### src/rtl/param_bus_datapath.sv
// param_bus_datapath
//   Single-bus CPU datapath: NUM_REGS x WIDTH register file, PC, IR, MAR, MDR,
//   Y, HI, LO and a 2*WIDTH Z register fed by an ALU. The ALU has single-cycle ops
//   and iterative signed MUL/DIV (one bit per cycle, WIDTH cycles).
//
// Ports
//   Clock, Clear                 rising-edge clock, asynchronous active-low reset
//   Rout / Rin                   general-register bus drive / load enables (one bit per register)
//   HIout..MDRout                bus drive selects; priority R0..R(N-1), HI, LO, Zhigh, Zlow, PC, MDR
//   HIin..Yin                    load-from-bus enables, all sampled on the rising edge
//   IncPC                        PC <= PC + PC_STEP (PCin wins when both are set)
//   Read, Mdatain                MDR source select and memory read data
//   Op, Start                    ALU operation and strobe (A = Y, B = bus)
//   Busy, Done                   MUL/DIV running; one-cycle pulse after Z is written
//   BusErr                       two or more bus sources selected
//   BusOut, MAR_q, IR_q          bus value, MAR and IR contents
//   o_alu_state                  ALU FSM state (0 = IDLE, 1 = RUN)
//
// Handshake: Start is accepted on any rising edge where Busy=0 (including the
// cycle where Done is high) and ignored while Busy=1. Done is high for exactly
// one cycle following the edge that wrote Z.
module param_bus_datapath #(
  parameter int WIDTH    = 32,
  parameter int NUM_REGS = 16,
  parameter int ZERO_R0  = 0,
  parameter int PC_STEP  = 1
) (
  input  logic                Clock,
  input  logic                Clear,
  input  logic [NUM_REGS-1:0] Rout,
  input  logic [NUM_REGS-1:0] Rin,
  input  logic                HIout,
  input  logic                LOout,
  input  logic                Zhighout,
  input  logic                Zlowout,
  input  logic                PCout,
  input  logic                MDRout,
  input  logic                HIin,
  input  logic                LOin,
  input  logic                PCin,
  input  logic                MDRin,
  input  logic                MARin,
  input  logic                IRin,
  input  logic                Yin,
  input  logic                IncPC,
  input  logic                Read,
  input  logic [WIDTH-1:0]    Mdatain,
  input  logic [3:0]          Op,
  input  logic                Start,
  output logic                Busy,
  output logic                Done,
  output logic                BusErr,
  output logic [WIDTH-1:0]    BusOut,
  output logic [WIDTH-1:0]    MAR_q,
  output logic [WIDTH-1:0]    IR_q,
  output logic                o_alu_state
);

  localparam int SW = $clog2(WIDTH);
  localparam int CW = $clog2(WIDTH);
  localparam logic [WIDTH-1:0] PC_INC = WIDTH'(PC_STEP);
  localparam logic [3:0] OP_MUL = 4'd11;
  localparam logic [3:0] OP_DIV = 4'd12;

  typedef enum logic { S_IDLE = 1'b0, S_RUN = 1'b1 } alu_state_t;

  logic [WIDTH-1:0] r_regs [NUM_REGS];
  logic [WIDTH-1:0] r_pc, r_ir, r_mar, r_mdr, r_y, r_hi, r_lo, r_zhi, r_zlo;

  alu_state_t         r_state;
  logic [CW-1:0]      r_cnt;
  logic [2*WIDTH-1:0] r_acc;     // MUL: {partial product hi, multiplier}; DIV: {remainder, quotient}
  logic [WIDTH-1:0]   r_mc;      // multiplicand / divisor magnitude
  logic [WIDTH-1:0]   r_a;       // original dividend, returned as Zhigh on divide by zero
  logic               r_is_div, r_neg_q, r_neg_r, r_div0, r_done;

  logic [WIDTH-1:0]          w_bus, w_res, w_a_mag, w_b_mag;
  logic [NUM_REGS+5:0]       w_src;
  logic [SW-1:0]             w_sh;
  logic [WIDTH:0]            w_sum, w_shift, w_trial;
  logic [2*WIDTH-1:0]        w_mul_next, w_div_next, w_next, w_prod;
  logic [WIDTH-1:0]          w_quo, w_rem;

  // Bus mux: later assignments override earlier ones, so R0 ends up highest priority.
  always_comb begin
    w_bus = '0;
    if (MDRout)   w_bus = r_mdr;
    if (PCout)    w_bus = r_pc;
    if (Zlowout)  w_bus = r_zlo;
    if (Zhighout) w_bus = r_zhi;
    if (LOout)    w_bus = r_lo;
    if (HIout)    w_bus = r_hi;
    for (int i = NUM_REGS - 1; i >= 0; i--) begin
      if (Rout[i]) w_bus = ((ZERO_R0 != 0) && (i == 0)) ? '0 : r_regs[i];
    end
  end

  assign w_src  = {MDRout, PCout, Zlowout, Zhighout, LOout, HIout, Rout};
  assign BusErr = ($countones(w_src) > 1);
  assign BusOut = w_bus;
  assign MAR_q  = r_mar;
  assign IR_q   = r_ir;
  assign Busy   = (r_state == S_RUN);
  assign Done   = r_done;
  assign o_alu_state = r_state;

  // Single-cycle ALU
  assign w_sh = w_bus[SW-1:0];
  always_comb begin
    w_res = '0;
    case (Op)
      4'd0:    w_res = r_y + w_bus;
      4'd1:    w_res = r_y - w_bus;
      4'd2:    w_res = r_y & w_bus;
      4'd3:    w_res = r_y | w_bus;
      4'd4:    w_res = r_y >> w_sh;
      4'd5:    w_res = $signed(r_y) >>> w_sh;
      4'd6:    w_res = r_y << w_sh;
      4'd7:    w_res = (r_y >> w_sh) | (r_y << (WIDTH - w_sh));  // shift by WIDTH yields 0
      4'd8:    w_res = (r_y << w_sh) | (r_y >> (WIDTH - w_sh));
      4'd9:    w_res = -w_bus;
      4'd10:   w_res = ~w_bus;
      default: w_res = '0;
    endcase
  end

  // Iterative MUL/DIV work on magnitudes; signs are restored when Z is written.
  assign w_a_mag = r_y[WIDTH-1]   ? -r_y   : r_y;
  assign w_b_mag = w_bus[WIDTH-1] ? -w_bus : w_bus;

  // Shift-add multiply step
  assign w_sum      = {1'b0, r_acc[2*WIDTH-1:WIDTH]} + (r_acc[0] ? {1'b0, r_mc} : '0);
  assign w_mul_next = {w_sum, r_acc[WIDTH-1:1]};

  // Restoring divide step: shift in next dividend bit, subtract if it fits
  assign w_shift    = {r_acc[2*WIDTH-1:WIDTH], r_acc[WIDTH-1]};
  assign w_trial    = w_shift - {1'b0, r_mc};
  assign w_div_next = w_trial[WIDTH] ? {w_shift[WIDTH-1:0], r_acc[WIDTH-2:0], 1'b0}
                                     : {w_trial[WIDTH-1:0], r_acc[WIDTH-2:0], 1'b1};

  assign w_next = r_is_div ? w_div_next : w_mul_next;
  assign w_prod = r_neg_q ? -w_next : w_next;
  assign w_quo  = r_neg_q ? -w_next[WIDTH-1:0] : w_next[WIDTH-1:0];
  assign w_rem  = r_neg_r ? -w_next[2*WIDTH-1:WIDTH] : w_next[2*WIDTH-1:WIDTH];

  // Register file and bus-loaded registers
  always_ff @(posedge Clock or negedge Clear) begin
    if (!Clear) begin
      for (int i = 0; i < NUM_REGS; i++) r_regs[i] <= '0;
      r_pc  <= '0;
      r_ir  <= '0;
      r_mar <= '0;
      r_mdr <= '0;
      r_y   <= '0;
      r_hi  <= '0;
      r_lo  <= '0;
    end else begin
      for (int i = 0; i < NUM_REGS; i++) begin
        if (Rin[i] && !((ZERO_R0 != 0) && (i == 0))) r_regs[i] <= w_bus;
      end
      if (PCin)       r_pc <= w_bus;
      else if (IncPC) r_pc <= r_pc + PC_INC;
      if (MDRin) r_mdr <= Read ? Mdatain : w_bus;
      if (MARin) r_mar <= w_bus;
      if (IRin)  r_ir  <= w_bus;
      if (Yin)   r_y   <= w_bus;
      if (HIin)  r_hi  <= w_bus;
      if (LOin)  r_lo  <= w_bus;
    end
  end

  // ALU FSM and Z
  always_ff @(posedge Clock or negedge Clear) begin
    if (!Clear) begin
      r_state  <= S_IDLE;
      r_cnt    <= '0;
      r_acc    <= '0;
      r_mc     <= '0;
      r_a      <= '0;
      r_is_div <= 1'b0;
      r_neg_q  <= 1'b0;
      r_neg_r  <= 1'b0;
      r_div0   <= 1'b0;
      r_done   <= 1'b0;
      r_zhi    <= '0;
      r_zlo    <= '0;
    end else begin
      r_done <= 1'b0;
      case (r_state)
        S_IDLE: begin
          if (Start) begin
            if (Op == OP_MUL || Op == OP_DIV) begin
              r_state  <= S_RUN;
              r_cnt    <= '0;
              r_is_div <= (Op == OP_DIV);
              r_neg_q  <= r_y[WIDTH-1] ^ w_bus[WIDTH-1];
              r_neg_r  <= r_y[WIDTH-1];
              r_div0   <= (w_bus == '0);
              r_a      <= r_y;
              if (Op == OP_MUL) begin
                r_acc <= {{WIDTH{1'b0}}, w_b_mag};
                r_mc  <= w_a_mag;
              end else begin
                r_acc <= {{WIDTH{1'b0}}, w_a_mag};
                r_mc  <= w_b_mag;
              end
            end else begin
              r_zhi  <= '0;
              r_zlo  <= w_res;
              r_done <= 1'b1;
            end
          end
        end
        S_RUN: begin
          r_acc <= w_next;
          r_cnt <= r_cnt + 1'b1;
          if (r_cnt == CW'(WIDTH - 1)) begin
            r_state <= S_IDLE;
            r_done  <= 1'b1;
            if (!r_is_div) begin
              {r_zhi, r_zlo} <= w_prod;
            end else if (r_div0) begin
              r_zhi <= r_a;
              r_zlo <= '1;
            end else begin
              r_zhi <= w_rem;
              r_zlo <= w_quo;
            end
          end
        end
        default: r_state <= S_IDLE;
      endcase
    end
  end

endmodule

### config.mk
export PLATFORM = sky130hd
export DESIGN_NAME = param_bus_datapath
export DESIGN_NICKNAME = d
export VERILOG_FILES = /design/src/rtl/param_bus_datapath.sv
export SDC_FILE = /design/constraint.sdc
export NUM_CORES = 2
export LEC_CHECK = 0
export BUFFER_PORTS_ARGS = -buffer_cell sky130_fd_sc_hd__buf_4
export CELL_PAD_IN_SITES_DETAIL_PLACEMENT = 0
export CELL_PAD_IN_SITES_GLOBAL_PLACEMENT = 2
export CORE_ASPECT_RATIO = 1.4
export CORE_MARGIN = 2
export CORE_UTILIZATION = 43
export CTS_CLUSTER_SIZE = 28
export DETAILED_ROUTE_END_ITERATION = 6
export GPL_TIMING_DRIVEN = 0
export PLACE_DENSITY = 0.89
export SYNTH_ARGS = -nofsm -noshare
export SYNTH_HDL_FRONTEND = slang
export SYNTH_SLANG_ARGS = --single-unit
export TNS_END_PERCENT = 50
### constraint.sdc
create_clock -name Clock -period 13.3 [get_ports Clock]
set_input_delay 1.33 -clock Clock [delete_from_list [all_inputs] [get_ports Clock]]
set_output_delay 1.33 -clock Clock [all_outputs]
set_load 0.05 [all_outputs]
==> run_results.csv <==
group,metric,value,unit
outcome,status,"finished with violations",
outcome,failed_checks,"design-rule violations, max-capacitance violations, max-slew violations, negative setup slack",
cells_and_area,largest_reg_flops,512,
synthesis,synthMostInstantiatedCell,"dfrtp_1",
drt,route.met3.wl,49820,um
cells_and_area,final_layout_size_suffix_gt1_frac,0.1199,
global_routing,grt_first_pass_wirelength,556000,um
min_path,hold_path.class,"flop to flop",
floorplan,initial_core_util,0.4332,
pwr,p_per_area,257.0,nW/um^2
cells_and_area,layout_top_registers,"r_regs x512, r_acc x64",
worst_setup_path,cp_data_required_time,13.85,ns
synthesis,synth.lib_cells_used.distinct,113,
timing,final_critical_period,13.86,ns
drt,initialDrtViolationCount,11420,
clock_tree,cts_tree,"built",
drt,route.vias.total,70120,
drt,drcViolationCount,3,
worst_setup_path,slowest_stage,"a221oi_1",
clock_tree,cts_buffers,96,
cells_and_area,syn_to_final_growth,12.50,%
timing,final.setup_skew,0.09710,ns
cells_and_area,postLayoutCellArea,71150,sq um
synthesis,netlist.top_cell.by_area,"dfrtp_1",
global_routing,grt_remaining_overflow,0,
drt,route.layer.met1.wl,140300,um
timing,slew-limit-headroom,-0.1739,
synthesis,ys_top_cells_by_area,"dfrtp_1 (37%), mux2_2 (7.0%), a21oi_1 (6.1%), nor2_1 (4.8%), nand2_1 (4.0%)",
floorplan,dieHeight,457.8,um
worst_setup_path,worstSetupStartpointType,"input port",
pwr,static-leakage-power,28.43,nW
synthesis,postSynthRegisterBits,938,
drt,avgRoutedWirePerCell,42.66,um
floorplan,row_count,166,
worst_setup_path,critical_path.max_fanout,10,
synthesis,postSynthAreaPerCell,8.617,sq um
cells_and_area,layout.core_utilization,0.4873,
global_routing,grtUsageTotal,0.5393,
cells_and_area,net_count_final,7842,
timing,worst_hold_slack,0.4814,ns
timing,maxClockFrequency,72.14,MHz
timing,slew_violations,303,
timing,worst_pin_slew,1.761,ns
drt,drt_wl_total,413000,um
flow_run,max_cap_viol_count,34,
synthesis,yosys_warnings,0,
floorplan,total_die_area,150200,sq um
global_routing,vias_in_the_first_global_route,65400,
synthesis,synth_cells,7340,
worst_setup_path,worstPathArrival,14.41,ns
floorplan,top_level_ports,186,
cells_and_area,largest_register,"r_regs",
clock_tree,clockBufferDepth,3,
timing,fin_crit_sh,1.042,
synthesis,seq_area_frac_synth,0.3711,
drt,topRoutingLayerUsed,"met5",
synthesis,synth.top_cell.area_share,0.3711,
synthesis,synthFlopType,"dfrtp_1",
synthesis,post_synthesis_instance_area,63250,sq um
pwr,post-layout-total-power,18.29,mW
worst_setup_path,most_common_cell_on_crit_path,"clkbuf_1",
clock_tree,clockRootBuffer,"clkbuf_16",
timing,hold_viol_final,0,
synthesis,synth_enable_flop_cells,0,
clock_tree,cts_max_level,3,
clock_tree,cts.sink_count,938,
placement,place_congestion,1.157,
worst_setup_path,end_kind,"flop",
floorplan,die_width,328.1,um
clock_tree,clock_latency,0.86,ns
global_routing,largest_net_degree_at_the_start_of_global_routing,121,
worst_setup_path,critical_path_class,"input port to flop",
synthesis,synth_common_cells,"dfrtp_1 (938), nor2_1 (806), a21oi_1 (766)",
floorplan,placeableCoreArea,146000,sq um
synthesis,asyncSetResetFlopFracSynth,1.000,
worst_setup_path,critPathMaxStageDelay,1.15,ns
drt,post_drt_via_cell_ratio,7.244,
global_routing,antenna_found_initial,64,
synthesis,syn-num-nets,7559,
pwr,peakVddDrop,0.0001862,V
cells_and_area,n_fill_cell,14330,
placement,port_buffers,159,
clock_tree,clkSlewWorstSetupHoldPaths,0.06,ns
drt,wl_met2,170900,um
drt,tritonroute_pass_1_iters,7,
timing,setup-violations-final,13,
drt,ant_nets,0,
placement,placed_area,67270,sq um
timing,setup_ws,-0.5626,ns
placement,hpwl,313000,um
## path summary, 6_finish.rpt
path,from,end,slack [ns],depth (start not counted)
worst max-delay path,Rout[7],r_zlo[16],-0.56,30
min in group asynchronous,Clear,r_regs[389],0.54,1
max in group asynchronous,Clear,r_regs[186],9.17,8
worst min register to register,r_a[11],r_a[11],0.48,2
worst max register to register,r_regs[257],r_zlo[16],0.11,28
worst min-delay path,r_a[11],r_a[11],0.48,2
## worst max-delay path: cells and delay by family
kind | cells | cell delay (ns)
XOR/XNOR | 1 | 0.22
AO/OA/AOI/OAI | 7 | 3.41
buffers and inverters | 10 | 4.30
adder cells (fa/ha/maj) | 2 | 1.21
AND/OR/NAND/NOR | 10 | 3.87
## report_power, final
group	internal, mW	leakage (nW)	switching, mW
logic	3.11	15.7	7.49
clock network	1.78	1.76	1.38
registers	3.66	11.0	0.864
## cell usage in the layout, fill, tap and decap left out, types with 152 or more instances in the layout
cell	count
mux2_2	394
nor2_1	806
dfrtp_1	938
nand2_1	672
o21ai_0	453
mux2i_1	208
clkbuf_1	512
xnor2_1	188
a21oi_1	763
inv_1	152
buf_4	168
## repair_timing
| action | in CTS | in global routing |
|---|---|---|
| setup endpoints to repair | 18 | 15 |
| buffers inserted | 0 | 0 |
| cloned | 0 | 0 |
| resized for setup | 6 | 5 |
| hold buffers | 0 | 0 |
## cell families after synthesis
group | synth area share
adders and majority gates | 0.02845
DFF | 0.3711
AOI/OAI and AO/OA | 0.2476
xor gates and xnor gates | 0.03864
buffers and inverters | 0.04932
muxes | 0.1103
and+or+nand+nor | 0.1546
## metrics by stage
stage	TNS, ns	cells	setup WS (ns)
floorplan	0	7340	4.365
global placement	-489.01	9431	-2.243
detailed placement	-25.08	9450	-1.584
CTS	0	9630	0.008059
global route	-0.1065	9644	-0.09466
finish	-3.977	9680	-0.5626
## cell type report
type                            count  area [sq um]  area share
Antenna cell                       43         107.6    0.001512
Buffer                            653          2550     0.03584
Clock buffer                      125          2691     0.03783
Clock inverter                     55         913.4     0.01284
Inverter                          164         619.3    0.008705
Multi-Input combinational cell   5584         36740      0.5164
Sequential cell                   938         23470      0.3299
Tap cell                         1932          2417     0.03398
Timing Repair Buffer              186          1635     0.02298
## layer usage
metal / vias up / global-route usage
li1: 27440 / -
met5: - / 0.003245
met2: 6078 / 0.7756
met4: 30 / 0.5242
met3: 1920 / 0.2006
met1: 34650 / 0.6062
Power figures use the tool's default switching activity.
